===== config.mk =====
export PLATFORM = sky130hd
export DESIGN_NAME = data_bus_sizer_flat
export DESIGN_NICKNAME = d
export VERILOG_FILES = /design/src/rtl/data_bus_sizer_if.sv /design/src/rtl/data_bus_sizer.sv /design/src/flat_wrapper.sv
export SDC_FILE = /design/constraint.sdc
export NUM_CORES = 1
export LEC_CHECK = 0
export ABC_AREA = 1
export CAP_MARGIN = 40
export CELL_PAD_IN_SITES_DETAIL_PLACEMENT = 1
export CELL_PAD_IN_SITES_GLOBAL_PLACEMENT = 2
export CORE_ASPECT_RATIO = 1.4
export CORE_MARGIN = 10
export CORE_UTILIZATION = 26
export CTS_CLUSTER_SIZE = 12
export DETAILED_ROUTE_END_ITERATION = 12
export GPL_TIMING_DRIVEN = 1
export MAX_ROUTING_LAYER = met4
export PLACE_DENSITY_LB_ADDON = 0.1
export SETUP_SLACK_MARGIN = 0.4
export SYNTH_ARGS = -nofsm -noshare
export SYNTH_HDL_FRONTEND = slang
export SYNTH_SLANG_ARGS = --single-unit

===== constraint.sdc =====
create_clock -name clock -period 1.8 [get_ports clock]
set_clock_uncertainty 0.05 [all_clocks]
set_input_delay 0.36 -clock clock [delete_from_list [all_inputs] [get_ports clock]]
set_output_delay 0.36 -clock clock [all_outputs]
set_load 0.005 [all_outputs]

===== src/rtl/data_bus_sizer_if.sv =====
// Core/memory data port bundle for data_bus_sizer: slave = the sizer, master = core plus memory side.
// The mem_rddata input is a 1-cycle registered read; core_ready is the only backpressure to the core.
interface data_bus_sizer_if #(
  parameter int MEM_ADDRW = 16,
  parameter int DATAW     = 64
);
  logic                   core_req;
  logic [1:0]             core_cmd;
  logic [MEM_ADDRW+2:0]   core_addr;
  logic [2:0]             core_size;
  logic [DATAW-1:0]       core_wrdata;
  logic                   core_ready;
  logic                   core_ack;
  logic [DATAW-1:0]       core_rddata;
  logic                   core_err;
  logic                   mem_req;
  logic [1:0]             mem_cmd;
  logic [MEM_ADDRW-1:0]   mem_addr;
  logic [DATAW-1:0]       mem_wrdata;
  logic [DATAW-1:0]       mem_rddata;

  modport slave (
    input  core_req, core_cmd, core_addr, core_size, core_wrdata, mem_rddata,
    output core_ready, core_ack, core_rddata, core_err,
    output mem_req, mem_cmd, mem_addr, mem_wrdata
  );

  modport master (
    output core_req, core_cmd, core_addr, core_size, core_wrdata, mem_rddata,
    input  core_ready, core_ack, core_rddata, core_err,
    input  mem_req, mem_cmd, mem_addr, mem_wrdata
  );
endinterface


===== src/rtl/data_bus_sizer.sv =====
// Sizes B/H/W/D core accesses onto a 64-bit memory (RMW for sub-dword stores); ack after 1/2/3/4 cycles
// (no-op or error / dword store / load / sub-dword store); one request in flight, core_ready high only in IDLE; misalign trap: DATA_BUS_SIZER_MISALIGN_TRAP_EN.
module data_bus_sizer #(
  parameter int MEM_ADDRW = 16,
  parameter int DATAW     = 64
) (
  input  logic              clock,
  input  logic              reset_n,
  data_bus_sizer_if.slave   bus
);

  localparam logic [1:0] CMD_WR = 2'd1;
  localparam logic [1:0] CMD_RD = 2'd2;

  typedef enum logic [2:0] {
    IDLE,
    RD_ISSUE,
    RD_CAPT,
    WR_ISSUE,
    DONE
  } state_t;

  state_t                 state;
  logic                   ready_q;
  logic                   ack_q;
  logic                   err_q;
  logic [DATAW-1:0]       rddata_q;
  logic                   mem_req_q;
  logic [1:0]             mem_cmd_q;
  logic [MEM_ADDRW-1:0]   mem_addr_q;
  logic [DATAW-1:0]       mem_wrdata_q;

  logic                   lat_load;
  logic [2:0]             lat_size;
  logic [2:0]             lat_off;
  logic [DATAW-1:0]       lat_wrdata;

  logic [2:0]             req_mask;
  logic [2:0]             req_off;
  logic                   req_misalign;
  logic                   req_cmd_ok;

  logic [DATAW-1:0]       rd_shift;
  logic [DATAW-1:0]       load_val;
  logic                   sx;
  logic [7:0]             lane_base;
  logic [7:0]             lane_en;
  logic [DATAW-1:0]       bit_mask;
  logic [DATAW-1:0]       wr_shift;
  logic [DATAW-1:0]       merged;

  assign bus.core_ready  = ready_q;
  assign bus.core_ack    = ack_q;
  assign bus.core_err    = err_q;
  assign bus.core_rddata = rddata_q;
  assign bus.mem_req     = mem_req_q;
  assign bus.mem_cmd     = mem_cmd_q;
  assign bus.mem_addr    = mem_addr_q;
  assign bus.mem_wrdata  = mem_wrdata_q;

  always_comb begin
    req_mask = 3'd0;
    case (bus.core_size[1:0])
      2'd0:    req_mask = 3'd0;
      2'd1:    req_mask = 3'd1;
      2'd2:    req_mask = 3'd3;
      default: req_mask = 3'd7;
    endcase
  end

  assign req_cmd_ok = (bus.core_cmd == CMD_WR) || (bus.core_cmd == CMD_RD);

`ifdef DATA_BUS_SIZER_MISALIGN_TRAP_EN
  assign req_off      = bus.core_addr[2:0];
  assign req_misalign = req_cmd_ok && (|(bus.core_addr[2:0] & req_mask));
`else
  // Unaligned offsets snap down to the natural boundary of the access size.
  assign req_off      = bus.core_addr[2:0] & ~req_mask;
  assign req_misalign = 1'b0;
`endif

  // Load path: bring the addressed lanes down to bit 0, then size and extend.
  assign rd_shift = bus.mem_rddata >> {lat_off, 3'b000};
  assign sx       = ~lat_size[2];

  always_comb begin
    load_val = '0;
    case (lat_size[1:0])
      2'd0:    load_val = {{56{sx & rd_shift[7]}},  rd_shift[7:0]};
      2'd1:    load_val = {{48{sx & rd_shift[15]}}, rd_shift[15:0]};
      2'd2:    load_val = {{32{sx & rd_shift[31]}}, rd_shift[31:0]};
      default: load_val = rd_shift;
    endcase
  end

  // Store path: lane enables for the addressed bytes, merged over the old word.
  always_comb begin
    lane_base = 8'h00;
    case (lat_size[1:0])
      2'd0:    lane_base = 8'h01;
      2'd1:    lane_base = 8'h03;
      2'd2:    lane_base = 8'h0F;
      default: lane_base = 8'hFF;
    endcase
  end

  assign lane_en  = lane_base << lat_off;
  assign wr_shift = lat_wrdata << {lat_off, 3'b000};

  always_comb begin
    bit_mask = '0;
    for (int i = 0; i < 8; i++) begin
      bit_mask[8*i +: 8] = {8{lane_en[i]}};
    end
  end

  assign merged = (bus.mem_rddata & ~bit_mask) | (wr_shift & bit_mask);

  always_ff @(posedge clock) begin
    if (!reset_n) begin
      state        <= IDLE;
      ready_q      <= 1'b1;
      ack_q        <= 1'b0;
      err_q        <= 1'b0;
      rddata_q     <= '0;
      mem_req_q    <= 1'b0;
      mem_cmd_q    <= 2'd0;
      mem_addr_q   <= '0;
      mem_wrdata_q <= '0;
      lat_load     <= 1'b0;
      lat_size     <= 3'd0;
      lat_off      <= 3'd0;
      lat_wrdata   <= '0;
    end else begin
      ack_q     <= 1'b0;
      mem_req_q <= 1'b0;
      case (state)
        IDLE: begin
          if (bus.core_req && ready_q) begin
            ready_q    <= 1'b0;
            lat_load   <= (bus.core_cmd == CMD_RD);
            lat_size   <= bus.core_size;
            lat_off    <= req_off;
            lat_wrdata <= bus.core_wrdata;
            mem_addr_q <= bus.core_addr[MEM_ADDRW+2:3];
            if (!req_cmd_ok || req_misalign) begin
              state <= DONE;
              ack_q <= 1'b1;
              err_q <= req_misalign;
            end else if (bus.core_cmd == CMD_WR && bus.core_size[1:0] == 2'd3) begin
              state        <= WR_ISSUE;
              mem_req_q    <= 1'b1;
              mem_cmd_q    <= CMD_WR;
              mem_wrdata_q <= bus.core_wrdata;
            end else begin
              state     <= RD_ISSUE;
              mem_req_q <= 1'b1;
              mem_cmd_q <= CMD_RD;
            end
          end
        end
        RD_ISSUE: begin
          state <= RD_CAPT;
        end
        RD_CAPT: begin
          if (lat_load) begin
            rddata_q <= load_val;
            state    <= DONE;
            ack_q    <= 1'b1;
          end else begin
            mem_wrdata_q <= merged;
            mem_req_q    <= 1'b1;
            mem_cmd_q    <= CMD_WR;
            state        <= WR_ISSUE;
          end
        end
        WR_ISSUE: begin
          state <= DONE;
          ack_q <= 1'b1;
        end
        DONE: begin
          state   <= IDLE;
          ready_q <= 1'b1;
          err_q   <= 1'b0;
        end
        default: begin
          state   <= IDLE;
          ready_q <= 1'b1;
        end
      endcase
    end
  end

endmodule

===== src/flat_wrapper.sv =====
// flat-port wrapper written by rule: the top's interface ports become plain ports
module data_bus_sizer_flat 
#(
  parameter int MEM_ADDRW = 16,
  parameter int DATAW     = 64
)
  (clock, reset_n, bus_core_req, bus_core_cmd, bus_core_addr, bus_core_size, bus_core_wrdata, bus_mem_rddata, bus_core_ready, bus_core_ack, bus_core_rddata, bus_core_err, bus_mem_req, bus_mem_cmd, bus_mem_addr, bus_mem_wrdata);
  data_bus_sizer_if #(.MEM_ADDRW(MEM_ADDRW), .DATAW(DATAW)) bus_i ();
  input  logic clock;
  input  logic reset_n;
  input wire logic [$bits(bus_i.core_req)-1:0] bus_core_req;
  input wire logic [$bits(bus_i.core_cmd)-1:0] bus_core_cmd;
  input wire logic [$bits(bus_i.core_addr)-1:0] bus_core_addr;
  input wire logic [$bits(bus_i.core_size)-1:0] bus_core_size;
  input wire logic [$bits(bus_i.core_wrdata)-1:0] bus_core_wrdata;
  input wire logic [$bits(bus_i.mem_rddata)-1:0] bus_mem_rddata;
  output wire logic [$bits(bus_i.core_ready)-1:0] bus_core_ready;
  output wire logic [$bits(bus_i.core_ack)-1:0] bus_core_ack;
  output wire logic [$bits(bus_i.core_rddata)-1:0] bus_core_rddata;
  output wire logic [$bits(bus_i.core_err)-1:0] bus_core_err;
  output wire logic [$bits(bus_i.mem_req)-1:0] bus_mem_req;
  output wire logic [$bits(bus_i.mem_cmd)-1:0] bus_mem_cmd;
  output wire logic [$bits(bus_i.mem_addr)-1:0] bus_mem_addr;
  output wire logic [$bits(bus_i.mem_wrdata)-1:0] bus_mem_wrdata;
  assign bus_i.core_req = bus_core_req;
  assign bus_i.core_cmd = bus_core_cmd;
  assign bus_i.core_addr = bus_core_addr;
  assign bus_i.core_size = bus_core_size;
  assign bus_i.core_wrdata = bus_core_wrdata;
  assign bus_i.mem_rddata = bus_mem_rddata;
  assign bus_core_ready = bus_i.core_ready;
  assign bus_core_ack = bus_i.core_ack;
  assign bus_core_rddata = bus_i.core_rddata;
  assign bus_core_err = bus_i.core_err;
  assign bus_mem_req = bus_i.mem_req;
  assign bus_mem_cmd = bus_i.mem_cmd;
  assign bus_mem_addr = bus_i.mem_addr;
  assign bus_mem_wrdata = bus_i.mem_wrdata;
  data_bus_sizer #(.MEM_ADDRW(MEM_ADDRW), .DATAW(DATAW)) u_core (.clock(clock), .reset_n(reset_n), .bus(bus_i));
endmodule

==> results of run 1 <==
how the worst min path moves through the flow:
stage | cells after the start | end | start
final | 4 | u_core.bus.mem_wrdata[22]$_SDFFE_PN0P_ | reset_n
after global routing | 4 | u_core.bus.mem_wrdata[16]$_SDFFE_PN0P_ | reset_n
after CTS | 4 | u_core.bus.mem_wrdata[63]$_SDFFE_PN0P_ | reset_n
after detailed placement | 2 | u_core.bus.mem_cmd[0]$_SDFFE_PN0P_ | u_core.bus.mem_cmd[0]$_SDFFE_PN0P_
after global placement | 2 | u_core.bus.mem_addr[5]$_SDFFE_PN0P_ | u_core.bus.mem_addr[5]$_SDFFE_PN0P_
after floorplan | 2 | u_core.lat_wrdata[56]$_SDFFE_PN0P_ | u_core.lat_wrdata[56]$_SDFFE_PN0P_
cell families (layout without fill, tap and decap cells):
logic type,count (synthesis),count (layout),share of synthesized area
AOI/OAI and AO/OA,448,448,0.180
adders and majority gates,2,2,0.00189
buffers and inverters,336,868,0.112
DFF,223,223,0.337
other,1,2,0.000283
and+or+nand+nor,1178,1178,0.369
synthesized netlist by cell type, types with 6 or more instances:
| master | number |
|---|---|
| inv_1 | 169 |
| nand3_1 | 252 |
| nand2_1 | 728 |
| nand4_1 | 9 |
| buf_2 | 59 |
| o211ai_1 | 23 |
| o21ai_0 | 151 |
| buf_4 | 17 |
| o21ai_1 | 15 |
| nor2_1 | 162 |
| a21oi_1 | 226 |
| buf_1 | 16 |
| nand3b_1 | 6 |
| inv_2 | 9 |
| clkbuf_1 | 53 |
| o21a_1 | 26 |
| dfxtp_1 | 223 |
| buf_6 | 11 |
metal layers:
metal / track usage / up-vias
li1: - / 8110
met1: 0.277 / 8107
met2: 0.462 / 315
met3: 0.0257 / 95
met4: 0.0833 / 0
met5: - / -
power by group through the flow:
stage / registers, mW / logic (mW) / clock network, mW
2_1_floorplan: 5.72 / 2.89 / 0
3_3_place_gp: 5.80 / 6.06 / 0
3_5_place_dp: 5.81 / 6.11 / 0
4_1_cts: 5.74 / 6.57 / 5.73
5_1_grt: 5.80 / 7.75 / 5.95
6_report: 5.75 / 7.20 / 5.57
cells in the final DEF, fill, tap and decap left out, types with 3 or more instances in the layout:
master / synthesis / final
o21a_1: 26 / 26
a21oi_1: 226 / 179
nor2_2: 5 / 29
nand3b_1: 6 / 6
o21ai_4: 0 / 3
dfxtp_2: 0 / 77
o21ai_1: 15 / 36
nand2_1: 728 / 613
clkbuf_8: 0 / 5
nand3_1: 252 / 179
nand2_2: 4 / 96
nand3_4: 1 / 13
buf_6: 11 / 96
clkdlybuf4s50_1: 0 / 151
buf_2: 59 / 6
nor2_4: 3 / 10
nand2_4: 2 / 22
dfxtp_1: 223 / 144
nor2_1: 162 / 131
o21ai_2: 0 / 17
inv_2: 9 / 7
inv_1: 169 / 161
buf_8: 0 / 7
nand3_2: 4 / 65
a21oi_2: 0 / 46
clkinv_2: 0 / 8
inv_4: 2 / 6
buf_16: 0 / 8
inv_6: 0 / 4
buf_4: 17 / 245
dlygate4sd2_1: 0 / 76
o21ai_0: 151 / 110
clkbuf_1: 53 / 4
o211ai_1: 23 / 23
nand4_1: 9 / 9
buf_12: 0 / 39
clkbuf_16: 0 / 37
nand2_8: 0 / 3
final cells by class:
| class | instances | share of cell area |
|---|---|---|
| inverter | 180 | 0.0330 |
| multi-input combinational | 1629 | 0.389 |
| clock buffer | 36 | 0.0343 |
| sequential | 223 | 0.207 |
| timing repair buffer | 640 | 0.295 |
| antenna | 1 | 0.000113 |
| tap | 643 | 0.0364 |
| clock inverter | 12 | 0.00532 |
flip-flops by register name, summed over array words and instances (netlist names):
| register | count |
|---|---|
| u_core.lat_off | 3 |
| u_core.bus.core_ack | 1 |
| u_core.bus.core_rddata | 64 |
| u_core.bus.mem_wrdata | 64 |
| u_core.bus.mem_addr | 16 |
| u_core.lat_load | 1 |
| u_core.lat_wrdata | 64 |
| u_core.state | 3 |
| u_core.bus.mem_req | 1 |
| u_core.bus.core_ready | 1 |
| u_core.bus.mem_cmd | 2 |
| u_core.lat_size | 3 |
what timing repair did:
action,CTS,global route
setup endpoints to repair,371,368
pin swaps,55,91
gates cloned,6,13
resized for setup,714,203
setup buffers,19,12
through the flow:
step	setup WS, ps	hold slack, ps
6_report	-36.0	214
3_5_place_dp	-582	405
4_1_cts	10.5	182
3_3_place_gp	-462	401
2_1_floorplan	302	380
5_1_grt	-107	216
worst register-to-register path, stage by stage, from the launching register on:
cell     delay [ps]
dfxtp_4         430
inv_6            70
buf_4           140
nand2_1          90
nand3_2          90
nand3_2         110
nand2_2          70
nand2_4          80
nand3_4         170
buf_12          220
nor2_4          150
nor2_2           40
==> run summary, run 1 <==
final design utilization: 0.440
gpl congestion: 0.934
maximum vdd drop: 0.710 mV
DRC: 0
syn nets: 2345
Pwr per Cell Area: 838 nW/um^2
internal power: 11.6 mW
full die area: 60600 sq um
Area growth syn-to-layout: 66.7%
max-slew violations: 0
max frequency: 545 MHz
max_slew headroom: 0.656
DR top layer: met4
Skew-Pair Late Insertion Delay: 570 ps
post-synthesis async set-or-reset flop share: 0
GRT overflow: 0
CP dominant cell by count: nand3_2
wire per inst: 23.4 um
worst slew pin tran: 515 ps
Cells after Synth: 2188
height of the chip: 287 um
worst hold path type: primary input to flip-flop
detailed-route vias per instance: 4.94
Setup violations, final: 23
Layout fillers: 6340
Met3 Routed Length: 2.23 mm
Die Width: 211 um
largest net degree at the start of global routing: 86
Yosys top cell area share: 0.337
core outline area: 50200 sq um
r2r setup slk: -40 ps
Pre-Repair DR Iteration Count: 5
Worst Path Required: 2200 ps
register area share after synthesis: 0.337
Final Cell Area: 22100 sq um
fin cells: 3364
Critical Path Fanout Max: 23
Static Leak: 10.3 nW
WL final: 78.7 mm
Multi-input gate area: 8600 sq um
Clk pwr share: 0.301
Arrival @ worst endpoint: 2230 ps
overall power: 18.5 mW
initial antenna violation count: 1
Hold Buf Count CTS: 0
part of the power in registers: 0.310
Setup WS post-layout: -36.0 ps
Num CTS Buffers: 27
Top Family by Delay on Critical Path: simple AND/OR/NAND/NOR gates
worst-path cell chain: inv_6, buf_4, nand2_1, nand3_2, nand3_2, nand2_2, nand2_4, nand3_4, buf_12, nor2_4, nor2_2
final setup TNS: -322 ps
Crit Reg-Reg Endpoint: u_core.bus.core_rddata[46]$_SDFFE_PN0P_
commonest register cell after synthesis: dfxtp_1
period utilization: 1.02
# nets final: 2858
CTS H-tree depth: 1
register area: 4570 sq um
I/O pin count: 305
DRT met1 WL: 31.7 mm
CP endpoint kind: flip-flop
Clock Path Buffers: 3
Initial Util: 0.264
critical path launch point type: flip-flop
drt initial violations: 730
critical path buffer and inverter count: 3
dpl hpwl: 61.1 mm
crit path max-delay cell type: dfxtp_4
clock slew at reported path FFs: 60 ps
CP Class: flip-flop to flip-flop
cell area after synthesis: 13300 sq um
Core Rows: 97
Critical Path Source: u_core.lat_off[0]$_SDFFE_PN0P_
post-route ant nets: 0
dominant cell type by area after synthesis: dfxtp_1
peak per-stage delay on the critical path: 430 ps
sw power: 6.92 mW
share of layout cells above drive strength 1: 0.317
CTS sink count: 223
combinational share of power: 0.389
worst flop-to-flop path startpoint: u_core.lat_off[0]$_SDFFE_PN0P_
placed insts: 3265
global-route wire length before repair: 113 mm
vias in the first global route: 17700
Tot GR Track Use: 0.252
Crit path depth: 11
Reg2Reg Depth: 11
Critical path destination: u_core.bus.core_rddata[46]$_SDFFE_PN0P_
CTS tree: yes
CTS Root Cell: clkbuf_16
DP Area: 19000 sq um
Avg Cell Area, Syn: 6.06 sq um
max-cap violations: 0
sw frac: 0.374
failing checks: negative setup slack
port buffer count: 303
dominant cells by area after synthesis: dfxtp_1, nand2_1, nand3_1, a21oi_1, o21ai_0
final hold violations: 0
Post-synth EDFFs: 0
outcome: finished, violations left
library cells used by synthesis: 34
synth warn: 0
#FFs+latches synth: 223
min Tclk post-route: 1840 ps
met2 routed WL: 41.9 mm
vias: 16600
RSZ-0062 raised after global routing: true
(Power assumes the default switching activity.)
==> run 2: changes to the inputs <==
--- a/config.mk
+++ b/config.mk
@@ -16,7 +16,7 @@
 export DETAILED_ROUTE_END_ITERATION = 12
 export GPL_TIMING_DRIVEN = 1
 export MAX_ROUTING_LAYER = met4
-export PLACE_DENSITY_LB_ADDON = 0.1
+export PLACE_DENSITY = 0.78
 export SETUP_SLACK_MARGIN = 0.4
 export SYNTH_ARGS = -nofsm -noshare
 export SYNTH_HDL_FRONTEND = slang
==> run 2 against run 1 <==
Effect of this change: the run still ends with negative setup slack left; via count is 2.7% higher; maximum frequency rose by 2.0%; critical path depth unchanged; total power rose by 0.33%; die area unchanged; sequential cell count unchanged; register-to-register slack better by 40 ps; core utilization increased by 0.54 points; global-route usage fell by 0.077 points; non-clock buffer count unchanged; setup slack better by 36 ps; sequential power about the same.
==> run summary, run 2 (synthesis results as in run 1) <==
failing checks: negative setup slack
CP dominant cell by count: nand2_1
crit path max-delay cell type: dfxtp_4
Static Leak: 10.3 nW (+0.22%)
period utilization: 1.00 (-0.0198)
GRT overflow: 0 (unchanged)
maximum vdd drop: 0.710 mV (about the same)
Die Width: 211 um (unchanged)
global-route wire length before repair: 112 mm (-0.61%)
clock slew at reported path FFs: 60 ps (about the same)
Reg2Reg Depth: 11 (unchanged)
dpl hpwl: 59.8 mm (-2.2%)
part of the power in registers: 0.309 (about the same)
Clk pwr share: 0.303 (+0.002)
full die area: 60600 sq um (unchanged)
initial antenna violation count: 1 (unchanged)
Area growth syn-to-layout: 68.7%
Num CTS Buffers: 26 (-3.7%)
final hold violations: 0 (unchanged)
Pre-Repair DR Iteration Count: 4 (-1)
RSZ-0062 raised after global routing: true
commonest non-fill, non-tap cell in the layout: nand2_1
final setup TNS: -0.797 ps (+321 ps)
Critical Path Source: u_core.lat_off[0]$_SDFFE_PN0P_
post-route ant nets: 0 (unchanged)
worst hold path type: primary input to flip-flop
worst-path cell chain: buf_12, buf_16, buf_8, nand2_1, nand2_1, nand2_2, nand3_1, nand2_1, nand2_1, nand3_1, a21oi_1
Critical path destination: u_core.bus.mem_wrdata[51]$_SDFFE_PN0P_
DP Worst Slack: -534 ps (+48.4 ps)
sw power: 6.91 mW (-0.14%)
CP endpoint kind: flip-flop
vias: 17100 (+2.7%)
sw frac: 0.372 (-0.00175)
wire per inst: 24.0 um (+2.4%)
WL final: 80.7 mm (+2.5%)
detailed-route vias per instance: 5.07 (+2.7%)
Skew-Pair Late Insertion Delay: 570 ps (about the same)
worst slew pin tran: 516 ps (+0.515 ps)
Clock Path Buffers: 3 (unchanged)
Hold Buf Count CTS: 0 (unchanged)
DRC: 0 (unchanged)
Crit Reg-Reg Endpoint: u_core.bus.mem_wrdata[51]$_SDFFE_PN0P_
outcome: finished, violations left
vias in the first global route: 17600 (-0.32%)
drt initial violations: 802 (+9.9%)
height of the chip: 287 um (unchanged)
min Tclk post-route: 1800 ps (-35.6 ps)
worst flop-to-flop path startpoint: u_core.lat_off[0]$_SDFFE_PN0P_
DP Area: 18800 sq um (-0.89%)
gpl congestion: 0.973 (+4.3%)
core outline area: 50200 sq um (unchanged)
Arrival @ worst endpoint: 2250 ps (+20 ps)
largest net degree at the start of global routing: 103 (+20%)
critical path launch point type: flip-flop
Pwr per Cell Area: 830 nW/um^2 (-0.87%)
port buffer count: 303 (unchanged)
max-cap violations: 0 (unchanged)
max frequency: 555 MHz (+2.0%)
internal power: 11.7 mW (+0.61%)
share of layout cells above drive strength 1: 0.316 (-0.000851)
Core Rows: 97 (unchanged)
I/O pin count: 305 (unchanged)
peak per-stage delay on the critical path: 430 ps (about the same)
CP Class: flip-flop to flip-flop
Fin Hold WS: 216 ps (+1.64 ps)
Setup WS post-layout: -0.461 ps (+35.6 ps)
r2r setup slk: -0.5 ps (+40 ps)
CTS H-tree depth: 1 (unchanged)
Setup violations, final: 2 (-91%)
CTS sink count: 223 (unchanged)
Critical Path Fanout Max: 9 (-61%)
CTS Root Cell: clkbuf_16
commonest cells after routing, fill and taps aside: nand2_1, buf_4, nand3_1
CTS tree: yes
# nets final: 2859 (+0.035%)
Tot GR Track Use: 0.251 (-0.000773)
Initial Util: 0.264 (unchanged)
combinational share of power: 0.388 (about the same)
max_slew headroom: 0.656 (about the same)
Final Cell Area: 22400 sq um (+1.2%)
max-slew violations: 0 (unchanged)
Worst Path Required: 2250 ps (+50 ps)
[run 2: changes by cell type in the layout (fill, tap and decap cells not counted), sizes merged]
| cell | delta |
|---|---|
| inv | +1 |
| clkinv | -4 |
| clkbuf | +6 |
| clkdlybuf4s15 | -1 |
| dlymetal6s2s | +1 |
| dlygate4sd2 | +4 |
| buf | -9 |
| nand3 | +1 |
| bufinv | +1 |
| nand2 | +1 |
[run 2: how the worst min path moves through the flow]
stage	startpoint	endpoint	slack [ps]	cells after the start
global placement	u_core.bus.mem_wrdata[4]$_SDFFE_PN0P_	u_core.bus.mem_wrdata[4]$_SDFFE_PN0P_	400	2
finish	reset_n	u_core.lat_off[0]$_SDFFE_PN0P_	220	3
floorplan	u_core.lat_wrdata[56]$_SDFFE_PN0P_	u_core.lat_wrdata[56]$_SDFFE_PN0P_	380	2
CTS	reset_n	u_core.lat_off[0]$_SDFFE_PN0P_	190	3
global route	reset_n	u_core.lat_size[1]$_SDFFE_PN0P_	220	3
detailed placement	u_core.bus.mem_cmd[1]$_SDFFE_PN0P_	u_core.bus.mem_cmd[1]$_SDFFE_PN0P_	410	2
[run 2: worst max-delay path, delay by kind of cell, from the launching register on]
family                 cells  cell delay (ps)
DFF                        1              430
buffers and inverters      3              480
and+or+nand+nor            7              610
AOI/OAI and AO/OA          1              140
[run 2: layout make-up]
cell class / instances / area, sq um
antenna: 1 / 2.50
clock buffer: 37 / 753
clock inverter: 10 / 131
fill: 6245 / 27900
inverter: 180 / 716
multi-input combinational: 1631 / 8700
sequential: 223 / 4570
tap: 643 / 805
timing repair buffer: 640 / 6710
[run 2: what timing repair did]
item	in CTS	in global routing
buffers inserted	32	16
gates resized for setup	646	253
setup endpoints to repair	370	368
cloned	11	19
pin swaps	37	53
[run 2: power by group through the flow]
| stage | clock [mW] | sequential, mW | combinational, mW |
|---|---|---|---|
| 6_report | 5.63 | 5.74 | 7.22 |
| 5_1_grt | 5.95 | 5.78 | 7.71 |
| 4_1_cts | 5.77 | 5.73 | 6.46 |
| 3_5_place_dp | 0 | 5.81 | 6.02 |
| 3_3_place_gp | 0 | 5.80 | 5.96 |
| 2_1_floorplan | 0 | 5.72 | 2.89 |
[run 2: metrics by stage]
step / utilization / instances / total power [mW]
after floorplan: - / 2188 / 8.61
after CTS: 0.415 / 3329 / 18.0
after global routing: 0.445 / 3365 / 19.4
after detailed placement: 0.375 / 3239 / 11.8
final: 0.445 / 3365 / 18.6
after global placement: 0.375 / 3239 / 11.8
[run 2: metal layers]
layer  routed length [um]  global-route usage  part of all wire
met5                    0                   -                 0
met1                31900               0.274              0.39
met3                 2620              0.0247             0.032
met4                 4380               0.116             0.054
met2                41800               0.449              0.52
